===== src/rtl/hazard_stall_ctrl.sv =====
// Load-use stall, memory freeze and branch flush control for the 5-stage pipeline,
// with saturating stall/bubble performance counters.
module hazard_stall_ctrl #(
  parameter int                CTRL_W     = 8,
  parameter int                REG_AW     = 5,
  parameter logic [CTRL_W-1:0] BUBBLE_VAL = '0,
  parameter int                LU_CYCLES  = 1,
  parameter int                CNT_W      = 16
) (
  input  logic              clk_i,
  input  logic              rst_i,
  input  logic [CTRL_W-1:0] ctrl_i,
  input  logic              idex_memRead_i,
  input  logic [REG_AW-1:0] idex_rt_i,
  input  logic [REG_AW-1:0] ifid_rs_i,
  input  logic [REG_AW-1:0] ifid_rt_i,
  input  logic              branch_taken_i,
  input  logic              mem_stall_i,
  input  logic              cnt_clr_i,
  output logic [CTRL_W-1:0] ctrl_o,
  output logic              pc_write_o,
  output logic              ifid_write_o,
  output logic              ifid_flush_o,
  output logic              pipe_hold_o,
  output logic              hazard_o,
  output logic [CNT_W-1:0]  stall_cnt_o,
  output logic [CNT_W-1:0]  bubble_cnt_o,
  output logic              state_dbg_o
);

  typedef enum logic {RUN = 1'b0, LU_HOLD = 1'b1} state_t;

  localparam logic [3:0] LU_INIT = 4'(LU_CYCLES - 1);

  state_t     state, state_nx;
  logic [3:0] rem, rem_nx;
  logic       lu;
  logic       bubble;

  assign lu = idex_memRead_i && (idex_rt_i != '0) &&
              ((idex_rt_i == ifid_rs_i) || (idex_rt_i == ifid_rt_i));

  assign state_dbg_o = state;

  always_ff @(posedge clk_i or negedge rst_i) begin
    if (!rst_i) begin
      state <= RUN;
      rem   <= 4'd0;
    end else begin
      state <= state_nx;
      rem   <= rem_nx;
    end
  end

  // Priority: memory freeze, then load-use (new or in progress), then branch flush.
  always_comb begin
    state_nx     = state;
    rem_nx       = rem;
    pc_write_o   = 1'b1;
    ifid_write_o = 1'b1;
    ifid_flush_o = 1'b0;
    pipe_hold_o  = 1'b0;
    hazard_o     = 1'b0;
    ctrl_o       = ctrl_i;
    bubble       = 1'b0;
    if (!rst_i) begin
      pc_write_o   = 1'b0;
      ifid_write_o = 1'b0;
      ctrl_o       = BUBBLE_VAL;
    end else if (mem_stall_i) begin
      pc_write_o   = 1'b0;
      ifid_write_o = 1'b0;
      pipe_hold_o  = 1'b1;
      hazard_o     = (state == LU_HOLD);
    end else if (state == LU_HOLD) begin
      pc_write_o   = 1'b0;
      ifid_write_o = 1'b0;
      ctrl_o       = BUBBLE_VAL;
      hazard_o     = 1'b1;
      bubble       = 1'b1;
      rem_nx       = rem - 4'd1;
      if (rem <= 4'd1) begin
        state_nx = RUN;
        rem_nx   = 4'd0;
      end
    end else if (lu) begin
      pc_write_o   = 1'b0;
      ifid_write_o = 1'b0;
      ctrl_o       = BUBBLE_VAL;
      hazard_o     = 1'b1;
      bubble       = 1'b1;
      if (LU_CYCLES > 1) begin
        state_nx = LU_HOLD;
        rem_nx   = LU_INIT;
      end
    end else if (branch_taken_i) begin
      ifid_flush_o = 1'b1;
    end
  end

  // Counters saturate instead of wrapping; a clear wins over a same-cycle increment.
  always_ff @(posedge clk_i or negedge rst_i) begin
    if (!rst_i) begin
      stall_cnt_o  <= '0;
      bubble_cnt_o <= '0;
    end else if (cnt_clr_i) begin
      stall_cnt_o  <= '0;
      bubble_cnt_o <= '0;
    end else begin
      if (!pc_write_o && (stall_cnt_o != '1))
        stall_cnt_o <= stall_cnt_o + CNT_W'(1);
      if (bubble && (bubble_cnt_o != '1))
        bubble_cnt_o <= bubble_cnt_o + CNT_W'(1);
    end
  end

endmodule


===== config.mk =====
export PLATFORM = sky130hd
export DESIGN_NAME = hazard_stall_ctrl
export DESIGN_NICKNAME = d
export VERILOG_FILES = /design/src/rtl/hazard_stall_ctrl.sv
export SDC_FILE = /design/constraint.sdc
export NUM_CORES = 1
export LEC_CHECK = 0
export ABC_AREA = 1
export CORE_MARGIN = 1
export CORE_UTILIZATION = 30
export DETAILED_ROUTE_END_ITERATION = 8
export SYNTH_ARGS = -nofsm -noshare
export SYNTH_HDL_FRONTEND = slang
export SYNTH_SLANG_ARGS = --single-unit

===== constraint.sdc =====
create_clock -name clk_i -period 6.6 [get_ports clk_i]
set_input_delay 1.98 -clock clk_i [delete_from_list [all_inputs] [get_ports clk_i]]
set_output_delay 1.98 -clock clk_i [all_outputs]
set_load 0.02 [all_outputs]

* After elaboration in Yosys (flattened, before gate mapping)
Cells that the tools add are included.
** Cells by class
- Add/sub/neg operators :: 3
- Magnitude comparators :: 1
- Equality and inequality tests :: 4
- Mux-type cells :: 28
- Bitwise logic cells :: 1
- Reductions and logical operators :: 11
** Operators by type and width (number)
- $mux 16 :: 4
- $add 16x1->16 const B :: 2
- $mux 8 :: 4
- $ne 16x16->1 const B :: 2
- $mux 1 :: 19
- $eq 5x5->1 :: 2
- $reduce_bool 5->1 :: 1
- $le 4x1->1 const B :: 1
- $logic_and 1x1->1 :: 4
- $mux 4 :: 1
- $reduce_bool 2->1 :: 2
- $sub 4x1->4 const B :: 1
- $reduce_and 3->1 :: 1
- $reduce_and 2->1 :: 1
- $logic_not 1->1 :: 1
- $logic_or 1x1->1 :: 1
- $not 1->1 :: 1
** Storage, ports and cells
- Flip-flop bits (word level) :: 37
- Input bits :: 29
- Output and inout port bits :: 46
- Logic and storage cells :: 52

* Depth between registers and ports, before layout
- Word-level depth :: 11
- Depth in mapped cells :: 13
- Gate-level depth less buffers :: 12

* Worst setup path after synthesis
OpenSTA, ideal clock, no wires.
- Path type :: input to output
- Start point :: input idex_rt_i[2]
- End point :: output pc_write_o
- Arrival :: 3121 ps
- Required time :: 4620 ps
- Path slack :: 1499 ps
- Cell stages on the path :: 9
- Path buffers :: 2
- Cells stage by stage :: nor2_1 nand3_1 o21ai_0 inv_1 nand2_1 nand3_2 buf_2 inv_1 buf_4
** On the way
- Longest elaborated chain between the ends :: 7
- Elaborated cells between the ends (all ways) :: 10
- Classes of those cells :: 2 x eq/ne; 4 x mux; 4 x reduce/logical
** RTL lines
- start, declared :: line 14 : input logic [REG_AW-1:0] idex_rt_i,
- $eq 5x5->1 or $reduce_bool 5->1 (tied branches) :: line 41, 40
- $logic_or 1x1->1 or $logic_and 1x1->1 (tied branches) :: line 41, 40
- $logic_and 1x1->1 * :: line 40 : assign lu = idex_memRead_i && (idex_rt_i != '0) &&
- $mux 1 * (4 in series)
- end, declared :: line 21 : output logic pc_write_o,
Every way passes the cells marked *; elsewhere a longest branch is shown, timed or not.

* Final worst setup path
- Start point :: input idex_rt_i[3]
- End point :: output ctrl_o[3]
** On the way
- Longest elaborated chain between the ends :: 7
- Elaborated cells between the ends (all ways) :: 10
- Classes of those cells :: 2 x eq/ne; 4 x mux; 4 x reduce/logical
** RTL lines
- $eq 5x5->1 or $reduce_bool 5->1 (tied branches) :: line 41, 40
- $logic_or 1x1->1 or $logic_and 1x1->1 (tied branches) :: line 41, 40
- $logic_and 1x1->1 * :: line 40
- $mux 8 * :: line 86 : end else if (lu) begin
- $mux 8 * :: line 75 : end else if (state == LU_HOLD) begin
- $mux 8 * :: line 70 : end else if (mem_stall_i) begin
- $mux 8 * :: line 66 : if (!rst_i) begin
- end, declared :: line 20 : output logic [CTRL_W-1:0] ctrl_o,
Marks and branches as above.

==> key figures <==
Detailed routing
  – Routed Antenna Nets: 0
  – WL final: 6.73 mm
  – Vias: around 2.6k
  – DR pass1 iterations: 7
  – Drt wl/cell: approximately 12 microns
  – Vias per inst: roughly 4.7
  – # DRC: 0
  – Initial DRC count: between 90 and 100

Setup path
  – Most used cell along the critical path: nand2_1
  – Crit path max-delay family: buffers and inverters
  – CP Buf/Inv Count: 2
  – Crit start category: input port
  – Worst path slowest cell: clkdlybuf4s50_1
  – Critical path origin: idex_rt_i[3]
  – Worst path arrival time: 4.12 ns
  – Critical-path cell list: clkdlybuf4s50_1 -> nor2_1 -> nor2_1 -> nor2_1 -> nand3_1 -> nand2_1 -> nand2_1 -> nand2_1 -> nand2_1 -> nand2_1 -> nor2_1 -> clkdlybuf4s50_1
  – Worst Path Required: between 4 and 5 ns
  – Max Fanout on Critical Path: 8
  – CP Capture Type: primary output
  – Critical Path Max Stage Delay: just over 0.6 ns
  – Worst r2r src: stall_cnt_o[0]
  – Kind of critical path: in -> out

Finish
  – Highest-count cells in the layout ignoring fill and taps: 104 x nand2_1, 73 x clkdlybuf4s50_1, 56 x inv_1
  – Ant diodes: 0
  – Util after Layout: a little over two fifths
  – Area delta synth->final: 34.7%
  – Commonest non-fill, non-tap cell in the layout: nand2_1
  – Fin nets: 488
  – Fraction of layout cells with a size suffix above 1: 5.92%

CTS
  – Setup Buffers After CTS: 0
  – Skew-Pair Late Insertion Delay: about 0.29 ns
  – Hold buffers post-CTS: 0
  – Post-CTS Resized: 0
  – Worst-path clk slew: about 0.08 ns
  – H-tree depth: 2
  – TritonCTS clock tree: built
  – Clock root cell: clkbuf_8
  – CTS max path bufs: 2
  – CTS buffer count: 5
  – Num Clock Sinks: 37

STA
  – Period utilization: just over 90%
  – Clock skew: roughly 0.0085 ns
  – Setup violations, final: 0
  – Worst-Margin Slew: roughly 0.64 ns
  – Slew HR: a little under three fifths
  – RSZ-0062 raised after global routing: no
  – Setup TNS Final: 0 ns
  – Max Clk Rate: roughly 160 MHz
  – Final Hold Fails: 0
  – Count of final max-slew check failures: 0
  – Clock period minus final worst setup slack: about 6.1 ns

Min path
  – Worst min path class: reg -> reg
  – Worst Min Path Start: rem[0]

Global route
  – Met3 usage: between 4 and 5%
  – GR Util met1: 20.1%
  – Top Usage Layer GRT: met2
  – Grt total ovfl: 0
  – GRT Util Overall: ~16%
  – Initial antenna violation count: 0
  – Grt met2 use: ~27%
  – First-pass GRT wire length: ~11 mm
  – Pin count of the biggest net entering global routing: 34
  – Vias in the first global route: roughly 2.5k

Logic synthesis
  – Synthesized area per cell: roughly 7 sq um
  – Synth Instances: approximately 380
  – Mapped Area: 0.00268 sq mm
  – Post-synth EDFFs: 0
  – Unique cell type count in the Yosys netlist: 29
  – Yosys warning count: 0
  – Synthesized flop and latch total: 37
  – Post-synth ARST share: 100%
  – Post-synth top flop: dfrtp_1
  – Sequential area share after synthesis: 34.5%
  – Syn nets: 417

Die
  – Die area: 0.00932 sq mm
  – Row count: 34
  – Initial core utilization: between 30% and 40%
  – Core area: between 0.008 and 0.009 sq mm
  – Die width: a little under 100 microns
  – I/O pin cnt: 75
  – Die Height: a little under 100 microns

Placed design
  – HPWL Detailed: 4.95 mm
  – Port Buf Inserts: 74
  – Final Wtd Congestion: 0.795

Job
  – Max Cap Viol: 0

Power and ir drop
  – Total power: about 600 uW
  – P per Cell Area: 165 mW/mm^2
  – Leakage: about 1.8 nW
  – VDD IR max: roughly 73 uV

Run status
  – Outcome: complete, no violations
[worst paths after layout]
| check | endpoint | slack, ns | depth (start not counted) |
|---|---|---|---|
| max | ctrl_o[3] | 0.50 | 12 |
| min reg2reg | rem[0] | 0.55 | 1 |
| min | rem[0] | 0.55 | 1 |
| min in group asynchronous | stall_cnt_o[4] | 1.58 | 1 |
| max in group asynchronous | bubble_cnt_o[9] | 4.34 | 2 |
| max reg2reg | stall_cnt_o[2] | 4.46 | 8 |
[worst reg2reg max path: stages (launching register included)]
cell and delay [ns]:
dfrtp_1 0.43, ha_1 0.23, nand2_1 0.13, nor2_4 0.18, nand3_2 0.11, nand3b_2 0.49, nand2_4 0.33, nand3_1 0.10
nand2_1 0.08
[kinds of logic (layout without fill, tap and decap cells)]
| kind of cell | count (synthesis) | in the layout | synth area share [%] |
|---|---|---|---|
| and+or+nand+nor | 238 | 238 | 42.3 |
| xor gates and xnor gates | 25 | 25 | 8.17 |
| adders and majority gates | 4 | 4 | 1.87 |
| DFF | 37 | 37 | 34.5 |
| buffers and inverters | 69 | 141 | 10.8 |
| AOI/OAI and AO/OA | 11 | 11 | 2.33 |
[flip-flops by register name, indices dropped and copies added (netlist names)]
name / count
rem: 4
state_dbg_o: 1
stall_cnt_o: 16
bubble_cnt_o: 16
[cell usage after synthesis (2+ instances only)]
master / instances / share of area [%]
nand3_4: 2 / 1.3
nand2_4: 2 / 0.84
o22ai_1: 4 / 0.93
buf_2: 3 / 0.56
nor3b_1: 2 / 0.56
ha_1: 4 / 1.9
inv_1: 56 / 7.8
nand4_1: 20 / 4.7
clkbuf_1: 4 / 0.56
nor3_1: 4 / 0.75
nand2_1: 104 / 15
buf_6: 3 / 1.3
nand3_1: 42 / 7.8
xor2_1: 16 / 5.2
nor2_1: 49 / 6.9
nand3_2: 4 / 1.5
buf_1: 2 / 0.28
o21ai_0: 5 / 0.93
dfrtp_1: 37 / 35
nor2_4: 4 / 1.7
xnor2_1: 9 / 2.9
[power breakdown]
| group | internal, mW | switching, mW |
|---|---|---|
| clock | 0.123 | 0.0825 |
| sequential | 0.243 | 0.0163 |
| combinational | 0.0585 | 0.0729 |
| total | 0.424 | 0.172 |
[metal layers]
layer | vias to the layer above | wire length (microns)
met5 | - | 0
met3 | 4 | 254
met2 | 52 | 3300
met1 | 1220 | 3140
li1 | 1354 | -
met4 | 0 | 36
[per-stage QoR]
| step | std cells | area [sq um] | worst slack [ns] | hold slack (ns) |
|---|---|---|---|---|
| after floorplan | 384 | 2680 | 1.50 | 0.507 |
| after global placement | 556 | 3490 | 0.544 | 0.537 |
| after detailed placement | 556 | 3490 | 0.473 | 0.543 |
| after CTS | 564 | 3610 | 0.469 | 0.559 |
| after global routing | 564 | 3610 | 0.255 | 0.600 |
| final | 564 | 3610 | 0.502 | 0.554 |
[final cells by class]
| class | count | area (sq um) |
|---|---|---|
| multi-input cells | 278 | 1470 |
| clock buffers | 7 | 86.3 |
| clock inverters | 1 | 30.0 |
| flip-flops and latches | 37 | 926 |
| inverters | 56 | 210 |
| fillers | 908 | 5070 |
| well taps | 108 | 135 |
| repair buffers | 77 | 758 |
(Power assumes the default switching activity.)
